<file path="config.mk">
export PLATFORM = sky130hd
export DESIGN_NAME = keypad_operand_entry
export DESIGN_NICKNAME = d
export VERILOG_FILES = /design/src/rtl/keypad_operand_entry.sv
export SDC_FILE = /design/constraint.sdc
export NUM_CORES = 1
export LEC_CHECK = 0
export CAP_MARGIN = 15
export CORE_ASPECT_RATIO = 1.4
export CORE_MARGIN = 4
export CORE_UTILIZATION = 57
export DETAILED_ROUTE_END_ITERATION = 6
export HOLD_SLACK_MARGIN = 0.08
export MAX_ROUTING_LAYER = met4
export PLACE_DENSITY = 0.84
export SYNTH_ARGS = -nofsm -noshare
export SYNTH_HDL_FRONTEND = slang
export SYNTH_SLANG_ARGS = --single-unit
</file>
<file path="constraint.sdc">
create_clock -name clk -period 5.2 [get_ports clk]
set_input_delay 1.3 -clock clk [delete_from_list [all_inputs] [get_ports clk]]
set_output_delay 1.3 -clock clk [all_outputs]
set_load 0.005 [all_outputs]
</file>
<file path="src/rtl/keypad_operand_entry.sv">
// keypad_operand_entry
//
// Scans a 4x4 active-low matrix keypad and debounces whole scan frames.
// Three accepted keys in a row become the ALU inputs: operand A, operand B,
// and then the opcode.
//
// Ports:
//   clk          system clock
//   reset        asynchronous reset, active low
//   key_row      keypad rows (active low, pulled up, asynchronous to clk)
//   key_col      column drive (active-low one-hot)
//   key_code     hex value of the last accepted key
//   key_strobe   one-cycle pulse per accepted key
//   operandA     first ALU operand
//   operandB     second ALU operand
//   opcode       ALU operation select
//   entry_state  0=WAIT_A, 1=WAIT_B, 2=WAIT_OP, 3=DONE
//   valid        high while entry_state is DONE
module keypad_operand_entry #(
  parameter int SCAN_DIV        = 1000,
  parameter int DEBOUNCE_FRAMES = 8
) (
  input  logic       clk,
  input  logic       reset,
  input  logic [3:0] key_row,
  output logic [3:0] key_col,
  output logic [3:0] key_code,
  output logic       key_strobe,
  output logic [3:0] operandA,
  output logic [3:0] operandB,
  output logic [2:0] opcode,
  output logic [1:0] entry_state,
  output logic       valid
);

  localparam int DW = (SCAN_DIV > 1) ? $clog2(SCAN_DIV) : 1;
  localparam int CW = $clog2(DEBOUNCE_FRAMES + 1);
  localparam logic [DW-1:0] DIV_LAST = DW'(SCAN_DIV - 1);
  localparam logic [CW-1:0] CNT_MAX  = CW'(DEBOUNCE_FRAMES);

  typedef enum logic [1:0] {
    DB_IDLE = 2'd0,
    DB_CAND = 2'd1,
    DB_HELD = 2'd2
  } db_state_t;

  typedef enum logic [1:0] {
    WAIT_A  = 2'd0,
    WAIT_B  = 2'd1,
    WAIT_OP = 2'd2,
    DONE    = 2'd3
  } entry_state_t;

  // Synchronizer and scan state
  logic [3:0]    row_meta_q, row_sync_q;
  logic [DW-1:0] div_cnt_q, div_cnt_d;
  logic [1:0]    col_idx_q, col_idx_d;

  // Per-frame accumulation: number of lows seen so far (saturates at 2)
  logic [1:0]    acc_cnt_q, acc_cnt_d;
  logic [3:0]    acc_val_q, acc_val_d;

  // Debounce state
  db_state_t     db_state_q, db_state_d;
  logic [3:0]    cand_val_q, cand_val_d;
  logic [CW-1:0] match_cnt_q, match_cnt_d;
  logic [CW-1:0] release_cnt_q, release_cnt_d;

  // Entry state and outputs
  entry_state_t  entry_q, entry_d;
  logic [3:0]    key_code_q, key_code_d;
  logic          key_strobe_q, key_strobe_d;
  logic [3:0]    operand_a_q, operand_a_d;
  logic [3:0]    operand_b_q, operand_b_d;
  logic [2:0]    opcode_q, opcode_d;

  // Combinational helpers
  logic          slot_end, frame_end;
  logic [2:0]    slot_cnt;
  logic [1:0]    slot_row;
  logic [3:0]    slot_val;
  logic [2:0]    frame_sum;
  logic [3:0]    frame_val;
  logic          frame_none, frame_single;
  logic          accept;

  function automatic logic [3:0] key_map(input logic [1:0] row, input logic [1:0] col);
    logic [3:0] v;
    case ({row, col})
      4'h0: v = 4'h1;  4'h1: v = 4'h2;  4'h2: v = 4'h3;  4'h3: v = 4'hA;
      4'h4: v = 4'h4;  4'h5: v = 4'h5;  4'h6: v = 4'h6;  4'h7: v = 4'hB;
      4'h8: v = 4'h7;  4'h9: v = 4'h8;  4'hA: v = 4'h9;  4'hB: v = 4'hC;
      4'hC: v = 4'hE;  4'hD: v = 4'h0;  4'hE: v = 4'hF;  default: v = 4'hD;
    endcase
    return v;
  endfunction

  // Column timing and per-slot/per-frame classification of the sampled rows.
  always_comb begin
    slot_end  = (div_cnt_q == DIV_LAST);
    frame_end = slot_end && (col_idx_q == 2'd3);
    div_cnt_d = slot_end ? '0 : div_cnt_q + DW'(1);
    col_idx_d = slot_end ? col_idx_q + 2'd1 : col_idx_q;

    slot_cnt = '0;
    slot_row = '0;
    for (int r = 0; r < 4; r++) begin
      if (!row_sync_q[r]) begin
        slot_cnt = slot_cnt + 3'd1;
        slot_row = 2'(r);
      end
    end
    slot_val = key_map(slot_row, col_idx_q);

    // frame_val is only meaningful when exactly one low has been seen
    frame_sum    = {1'b0, acc_cnt_q} + slot_cnt;
    frame_val    = (acc_cnt_q == 2'd0) ? slot_val : acc_val_q;
    frame_none   = frame_end && (frame_sum == 3'd0);
    frame_single = frame_end && (frame_sum == 3'd1);

    acc_cnt_d = acc_cnt_q;
    acc_val_d = acc_val_q;
    if (frame_end) begin
      acc_cnt_d = '0;
      acc_val_d = '0;
    end else if (slot_end) begin
      acc_cnt_d = (frame_sum >= 3'd2) ? 2'd2 : frame_sum[1:0];
      acc_val_d = frame_val;
    end
  end

  // Debounce FSM, evaluated once per frame. MULTI frames fall into the
  // "not SINGLE" and "not NONE" branches, so they neither accept nor release.
  always_comb begin
    db_state_d    = db_state_q;
    cand_val_d    = cand_val_q;
    match_cnt_d   = match_cnt_q;
    release_cnt_d = release_cnt_q;
    accept        = 1'b0;

    if (frame_end) begin
      case (db_state_q)
        DB_IDLE: begin
          if (frame_single) begin
            db_state_d  = DB_CAND;
            cand_val_d  = frame_val;
            match_cnt_d = CW'(1);
          end
        end
        DB_CAND: begin
          if (frame_single) begin
            if (frame_val == cand_val_q) begin
              match_cnt_d = match_cnt_q + CW'(1);
            end else begin
              cand_val_d  = frame_val;
              match_cnt_d = CW'(1);
            end
          end else begin
            db_state_d  = DB_IDLE;
            match_cnt_d = '0;
          end
        end
        DB_HELD: begin
          if (frame_none) begin
            if (release_cnt_q + CW'(1) == CNT_MAX) begin
              db_state_d    = DB_IDLE;
              release_cnt_d = '0;
            end else begin
              release_cnt_d = release_cnt_q + CW'(1);
            end
          end else begin
            release_cnt_d = '0;
          end
        end
        default: begin
          db_state_d = DB_IDLE;
        end
      endcase

      // Checked after the update so DEBOUNCE_FRAMES == 1 accepts straight from IDLE
      if (db_state_d == DB_CAND && match_cnt_d == CNT_MAX) begin
        accept        = 1'b1;
        db_state_d    = DB_HELD;
        match_cnt_d   = '0;
        release_cnt_d = '0;
      end
    end
  end

  // Entry FSM: only an accepted key moves it.
  always_comb begin
    entry_d      = entry_q;
    key_code_d   = key_code_q;
    key_strobe_d = 1'b0;
    operand_a_d  = operand_a_q;
    operand_b_d  = operand_b_q;
    opcode_d     = opcode_q;

    if (accept) begin
      key_code_d   = frame_val;
      key_strobe_d = 1'b1;
      case (entry_q)
        WAIT_A: begin
          operand_a_d = frame_val;
          entry_d     = WAIT_B;
        end
        WAIT_B: begin
          operand_b_d = frame_val;
          entry_d     = WAIT_OP;
        end
        WAIT_OP: begin
          // Keys 8..F are not opcodes; they are reported but otherwise ignored
          if (!frame_val[3]) begin
            opcode_d = frame_val[2:0];
            entry_d  = DONE;
          end
        end
        default: begin
          operand_a_d = frame_val;
          entry_d     = WAIT_B;
        end
      endcase
    end
  end

  // Synchronizer, scan counters and frame accumulator.
  // Synchronizer idles high, which matches the pulled-up, no-key row state.
  always_ff @(posedge clk or negedge reset) begin
    if (!reset) begin
      row_meta_q <= 4'hF;
      row_sync_q <= 4'hF;
      div_cnt_q  <= '0;
      col_idx_q  <= '0;
      acc_cnt_q  <= '0;
      acc_val_q  <= '0;
    end else begin
      row_meta_q <= key_row;
      row_sync_q <= row_meta_q;
      div_cnt_q  <= div_cnt_d;
      col_idx_q  <= col_idx_d;
      acc_cnt_q  <= acc_cnt_d;
      acc_val_q  <= acc_val_d;
    end
  end

  always_ff @(posedge clk or negedge reset) begin
    if (!reset) begin
      db_state_q    <= DB_IDLE;
      cand_val_q    <= '0;
      match_cnt_q   <= '0;
      release_cnt_q <= '0;
    end else begin
      db_state_q    <= db_state_d;
      cand_val_q    <= cand_val_d;
      match_cnt_q   <= match_cnt_d;
      release_cnt_q <= release_cnt_d;
    end
  end

  always_ff @(posedge clk or negedge reset) begin
    if (!reset) begin
      entry_q      <= WAIT_A;
      key_code_q   <= '0;
      key_strobe_q <= 1'b0;
      operand_a_q  <= '0;
      operand_b_q  <= '0;
      opcode_q     <= '0;
    end else begin
      entry_q      <= entry_d;
      key_code_q   <= key_code_d;
      key_strobe_q <= key_strobe_d;
      operand_a_q  <= operand_a_d;
      operand_b_q  <= operand_b_d;
      opcode_q     <= opcode_d;
    end
  end

  assign key_col     = ~(4'b0001 << col_idx_q);
  assign key_code    = key_code_q;
  assign key_strobe  = key_strobe_q;
  assign operandA    = operand_a_q;
  assign operandB    = operand_b_q;
  assign opcode      = opcode_q;
  assign entry_state = entry_q;
  assign valid       = (entry_q == DONE);

endmodule
</file>
### After elaboration in Yosys (flattened, before gate mapping)

Memories as Yosys holds them, arrays and structs flattened.
Cells that the tools add are included.

| word-level totals | value |
|---|---|
| flip-flop bits (word level) | 58 |
| memory bits (read-only) | 64 |
| memories kept | 1 |

Memory list:

| name | words | width | rd ports | clocked after Yosys merged registers in | wr ports | RTL line | RTL |
|---|---|---|---|---|---|---|---|
| (no name shown) | 16 | 4 | 1 | 0 | 0 | 89 | `case ({row, col})` |

| cells by class | value |
|---|---|
| equal/unequal tests | 16 |
| order comparisons | 1 |
| bitwise logic cells | 3 |
| shifts and indexed selects | 1 |
| add/subtract/negate cells | 8 |
| mux-type cells | 40 |
| reduce and logical (&&, ||, !) cells | 17 |

Operators with widths:

| cell | count |
|---|---|
| two-way mux 4 bit | 15 |
| two-way mux 2 bit | 12 |
| case mux 4 bit (2 select lines) | 2 |
| adder 10 x 1 -> 10 bit, second input constant | 1 |
| equality test 10 bit, second input constant | 1 |
| two-way mux 10 bit | 1 |
| adder 3 x 1 -> 3 bit, second input constant | 3 |
| two-way mux 3 bit | 3 |
| adder 4 x 1 -> 4 bit, second input constant | 2 |
| equality test 2 bit, second input constant | 4 |
| equality test 4 bit, second input constant | 2 |
| != test 2 bit, second input constant | 4 |
| AND reduction 2 bit | 4 |
| equality test 2 x 1 -> 1 bit, second input constant | 3 |
| case mux 2 bit (3 select lines) | 1 |
| nonzero test 2 bit | 3 |
| two-way mux 1 bit | 5 |
| AND reduction 5 bit | 1 |
| equality test 4 bit | 1 |
| logical AND 1 bit | 4 |
| zero test 2 bit | 2 |
| inverter 4 bit | 1 |
| case mux 2 bit (2 select lines) | 1 |
| << shifter 1 x 2 -> 4 bit, first input constant | 1 |
| other kinds (8) | 9 |

### Depth between registers and ports, before layout

| depth | value |
|---|---|
| word-level depth | 18 |
| gate-level depth with buffers | 12 |
| depth with buffers taken out | 12 |

### Least setup slack after synthesis

Ideal clock, no wire load.

| timing | value |
|---|---|
| path kind | flip-flop to flip-flop |
| start | register row_sync_q[1] |
| end | register key_code_q[0] (netlist: key_code[0]) |
| data required time | 5075 ps |
| cell stages (with the launch flop) | 12 |
| arrival | 3619 ps |
| clock period less this slack | 3744 ps |
| setup slack | 1456 ps |
| cells stage by stage | dfstp_2 -> inv_1 -> ha_1 -> xnor2_1 -> ha_1 -> mux2_2 -> fa_1 -> xnor3_2 -> nor4_4 -> nand2_2 -> nor4_4 -> mux2_2 |

| between the ends | value |
|---|---|
| cells in the longest elaborated chain, start to end | 15 |

RTL lines:

| item | RTL line | RTL |
|---|---|---|
| start: declaration | 55 | `logic [3:0] row_meta_q, row_sync_q;` |
| start signal: assignment | 238 | `row_sync_q <= row_meta_q;` |
| two-way mux 3 bit | 108 | `if (!row_sync_q[r]) begin` |
| adder 3 x 1 -> 3 bit | 109 | `slot_cnt = slot_cnt + 3'd1;` |
| two-way mux 3 bit | 108 |  |
| adder 3 x 1 -> 3 bit | 109 |  |
| two-way mux 3 bit | 108 |  |
| adder 2 x 3 -> 3 bit | 116 | `frame_sum = {1'b0, acc_cnt_q} + slot_cnt;` |
| equality test 3 x 1 -> 1 bit or zero test 3 bit (tied branches) | 119, 118 |  |
| logical AND 1 bit, on equally long branches | 119, 118 |  |
| two-way mux 4 bit (tied with other cells) | 151 | `if (frame_single) begin` |
| case mux 4 bit (2 select lines) or case mux 2 bit (3 select lines) (tied branches) | 142 | `case (db_state_q)` |
| two-way mux 4 bit or two-way mux 2 bit (tied branches) | 141 | `if (frame_end) begin` |
| equality test 4 bit or equality test 2 x 1 -> 1 bit (tied branches) | 181 | `if (db_state_d == DB_CAND && match_cnt_d == CNT_MAX) begin` |
| logical AND 1 bit (*) | 181 |  |
| two-way mux 1 bit (*) | 181 |  |
| two-way mux 1 bit (*) | 141 |  |
| net accept | 85 | `logic accept;` |
| end signal: assignment | 270 | `key_code_q <= key_code_d;` |
| end: declaration | 71 | `logic [3:0] key_code_q, key_code_d;` |

Mark *: on every way through the listed nets, which the timed path passes. The rest lies on a longest branch. The select of a mux whose other input is x is not followed.
A chain may end at the register's enable or synchronous reset.

### Final worst setup path

| timing | value |
|---|---|
| start | register row_sync_q[1] |
| end | register operand_a_q[2] (netlist: operandA[2]) |

| between the ends | value |
|---|---|
| cells in the longest elaborated chain, start to end | 16 |

RTL lines:

| item | RTL line | RTL |
|---|---|---|
| two-way mux 3 bit | 108 |  |
| adder 3 x 1 -> 3 bit | 109 |  |
| two-way mux 3 bit | 108 |  |
| adder 3 x 1 -> 3 bit | 109 |  |
| two-way mux 3 bit | 108 |  |
| adder 2 x 3 -> 3 bit | 116 |  |
| equality test 3 x 1 -> 1 bit or zero test 3 bit (tied branches) | 119, 118 |  |
| logical AND 1 bit, on equally long branches | 119, 118 |  |
| two-way mux 4 bit (tied with other cells) | 151 |  |
| case mux 4 bit (2 select lines) or case mux 2 bit (3 select lines) (tied branches) | 142 |  |
| two-way mux 4 bit or two-way mux 2 bit (tied branches) | 141 |  |
| equality test 4 bit or equality test 2 x 1 -> 1 bit (tied branches) | 181 |  |
| logical AND 1 bit | 181 |  |
| two-way mux 1 bit | 181 |  |
| two-way mux 1 bit | 141 |  |
| AND reduction 2 bit (no source line) | n/a |  |
| end signal: assignment | 272 | `operand_a_q <= operand_a_d;` |
| end: declaration | 73 | `logic [3:0] operand_a_q, operand_a_d;` |

Parallel ways exist; a longest one is shown, timed or not. The select of a mux whose other input is x is not followed.

==> flow_metrics.tcl <==
set metrics [dict create \
    outcome "finished clean" \
    grt_pass1_wl_mm 10.6 \
    swShare 0.227 \
    dp_slack_ps 1080 \
    die_height_um 96.1 \
    ctsHoldBuffers 0 \
    fin_tns_setup_ps 0 \
    finalSetupViolations 0 \
    hold_viol_final 0 \
    synth-edff-count 0 \
    maxCapViolations 0 \
    firstDrtPassIters 5 \
    final_net_count 342 \
    rows 31 \
    dr.first_iter.drc_count 109 \
    skew_ps 6.68 \
    cts_htree_levels 3 \
    whs_ps 354 \
    io_buffers 28 \
    n_antenna_cell 0 \
    p_leak_uw 0.00166 \
    finalCriticalPeriod_ps 4100 \
    clk_latency_ps 350 \
    die_x_um 70.9 \
    required_ps 5440 \
    drt_wl_total_mm 6.17 \
    cts_root_buf "clkbuf_8" \
    synth_nets 307 \
    dr_total_vias 2201 \
    wl_met3_um 216 \
    synth_area_um2 3160 \
    clock_path_buffers 2 \
    layout_commonest_cell "dfrtp_1" \
    crit_path_start_kind "flip-flop" \
    slew_headroom 0.526 \
    cts.reportedPaths.clkPinSlew_ps 70 \
    p_switching_uw 235 \
    p_int_uw 800 \
    initial_utilization 0.599 \
    drc 0 \
    final_cell_mix "dfrtp_1 (50), nand2_1 (27), clkdlybuf4s50_1 (27)" \
    cp_top_family "simple AND/OR/NAND/NOR gates" \
    crit_path_max_fanout 7 \
    ys_warn_count 0 \
    cp_slowest_cell "dfstp_2" \
    ys.flop_type "dfrtp_1" \
    dp_hpwl_mm 4.42 \
    area_growth_pct 18.4 \
    routedWlPerCell_um 15.9 \
    combPwrFrac 0.057 \
    wl_met2_mm 3.33 \
    post_cts.repair.setup_buffers 0 \
    final-max-slew-violation-count 0 \
    cts_resized 0 \
    numCtsBuffers 9 \
    min_path_type "flip-flop to flip-flop" \
    yosysSeqAreaShare 0.462 \
    cts_num_sinks 58 \
    crit_arrival_ps 4340 \
    vias_per_cell 5.67 \
    layout_setup_ws_ps 1100 \
    antenna_found_initial 0 \
    grt_overflow_total 0 \
    worstPathCellList "inv_1 -> ha_1 -> xnor2_1 -> ha_1 -> mux2_2 -> fa_1 -> xnor3_2 -> nor4_4 -> nand3_1 -> nor4_2 -> mux2_2" \
    fin_crit_sh 0.789 \
    drive_above_1_share 0.205 \
    die_area_um2 6820 \
    p_per_area_nw_per_um2 276 \
    grt_max_degree 59 \
    track_usage 0.208 \
    finalWeightedCongestion 0.882 \
    core_um2 5280 \
    synth_cells 282 \
    worst-setup-path-type "flip-flop to flip-flop" \
    ys_ff_latch 58 \
    path_buf_inv 1 \
    max_stage_delay_ps 580 \
    ioPinCount 29 \
    async_reset_ff_frac 1.00 \
    rsz0062_at_grt "no" \
    seqPwrFrac 0.445 \
    postRouteAntennaNets 0 \
    max-vdd-ir-drop_mv 0.311 \
    tightest_slew_ps 711 \
    crit_path_end_kind "flip-flop" \
    top_layer "met4" \
    cts_tree "built" \
    ys_types 61 \
    post_synth.cell_area_avg_um2 11.2 \
    met1_length_mm 2.53 \
    grt_pass1_vias 2235 \
    clkPwrFrac 0.497 \
    max_freq_mhz 244 \
]
## worst register-to-register path, delay by kind of cell, from the launching register on
kind	cells	cell delay (ps)
mux	2	690
fa+ha+maj	3	950
buf+inv	1	50
flops	1	580
simple gates	3	1030
xor+xnor	2	680
## cell type report
cell class                      count  area (um2)
Fill cell                         405        1530
Multi-Input combinational cell    202        1610
Inverter                           17        63.8
Clock buffer                        9         124
Sequential cell                    58        1460
Tap cell                           66        82.6
Timing Repair Buffer               29         283
Clock inverter                      7         124
## power groups by stage
stage          Sequential (uW)  Combinational [uW]  Clock, uW
3_3_place_gp               469                59.2          0
4_1_cts                    461                60.6        523
5_1_grt                    461                67.3        543
2_1_floorplan              467                41.5          0
3_5_place_dp               469                60.1          0
6_report                   461                59.2        515
## per-layer routing
metal,up-vias,global-route usage
met5,-,-
met4,0,0.0799
met3,12,0.0502
met2,24,0.352
met1,1095,0.239
li1,1070,-
## stage by stage
| step | util | cell area (um2) | total power [uW] | std cells |
|---|---|---|---|---|
| 3_3_place_gp | 0.663 | 3500 | 528 | 372 |
| 3_5_place_dp | 0.663 | 3500 | 529 | 372 |
| 6_report | 0.710 | 3740 | 1040 | 388 |
| 4_1_cts | 0.710 | 3740 | 1040 | 388 |
| 5_1_grt | 0.710 | 3740 | 1070 | 388 |
| 2_1_floorplan | - | 3160 | 508 | 282 |
## final timing paths
check	depth (start not counted)	slack, ps	end	startpoint
hold reg to reg	0	350	row_sync_q[3]$_DFF_PN1_	row_meta_q[3]$_DFF_PN1_
max in group asynchronous	2	3640	entry_state[1]$_DFFE_PN0P_	reset
setup / recovery	11	1100	operandA[2]$_DFFE_PN0P_	row_sync_q[1]$_DFF_PN1_
setup reg to reg	11	1100	operandA[2]$_DFFE_PN0P_	row_sync_q[1]$_DFF_PN1_
hold / removal	0	350	row_sync_q[3]$_DFF_PN1_	row_meta_q[3]$_DFF_PN1_
min in group asynchronous	2	1080	col_idx_q[1]$_DFFE_PN0N_	reset
## cell usage after synthesis, types with 4 or more instances
cell,number,share of area
dfrtp_1,50,0.40
nand2_1,27,0.032
mux2_2,20,0.071
ha_1,18,0.071
inv_1,17,0.020
nor2_1,16,0.019
o21ai_0,13,0.021
xnor2_1,11,0.030
nand3_1,10,0.016
dfstp_2,8,0.067
xor2_1,5,0.014
a22o_1,4,0.011
mux2i_1,4,0.013
nand4_1,4,0.0079
nor2b_1,4,0.0079
## sequential cells by signal, indices dropped and copies added, names as in the netlist
signal / cells
acc_cnt_q: 2
acc_val_q: 4
cand_val_q: 4
col_idx_q: 2
db_state_q: 2
div_cnt_q: 10
entry_state: 2
key_code: 4
key_strobe: 1
match_cnt_q: 4
opcode: 3
operandA: 4
operandB: 4
release_cnt_q: 4
row_meta_q: 4
row_sync_q: 4
## cells by family (layout without fill, tap and decap cells)
kind of cell,Yosys count,in the layout,share of synthesized area
and+or+nand+nor,95,95,0.177
DFF,58,58,0.462
AOI/OAI and AO/OA,45,45,0.107
muxes,24,24,0.0839
buffers and inverters,22,62,0.0297
adders and majority gates,19,19,0.0776
xor gates and xnor gates,19,19,0.0622
Power figures use the tool's default switching activity.
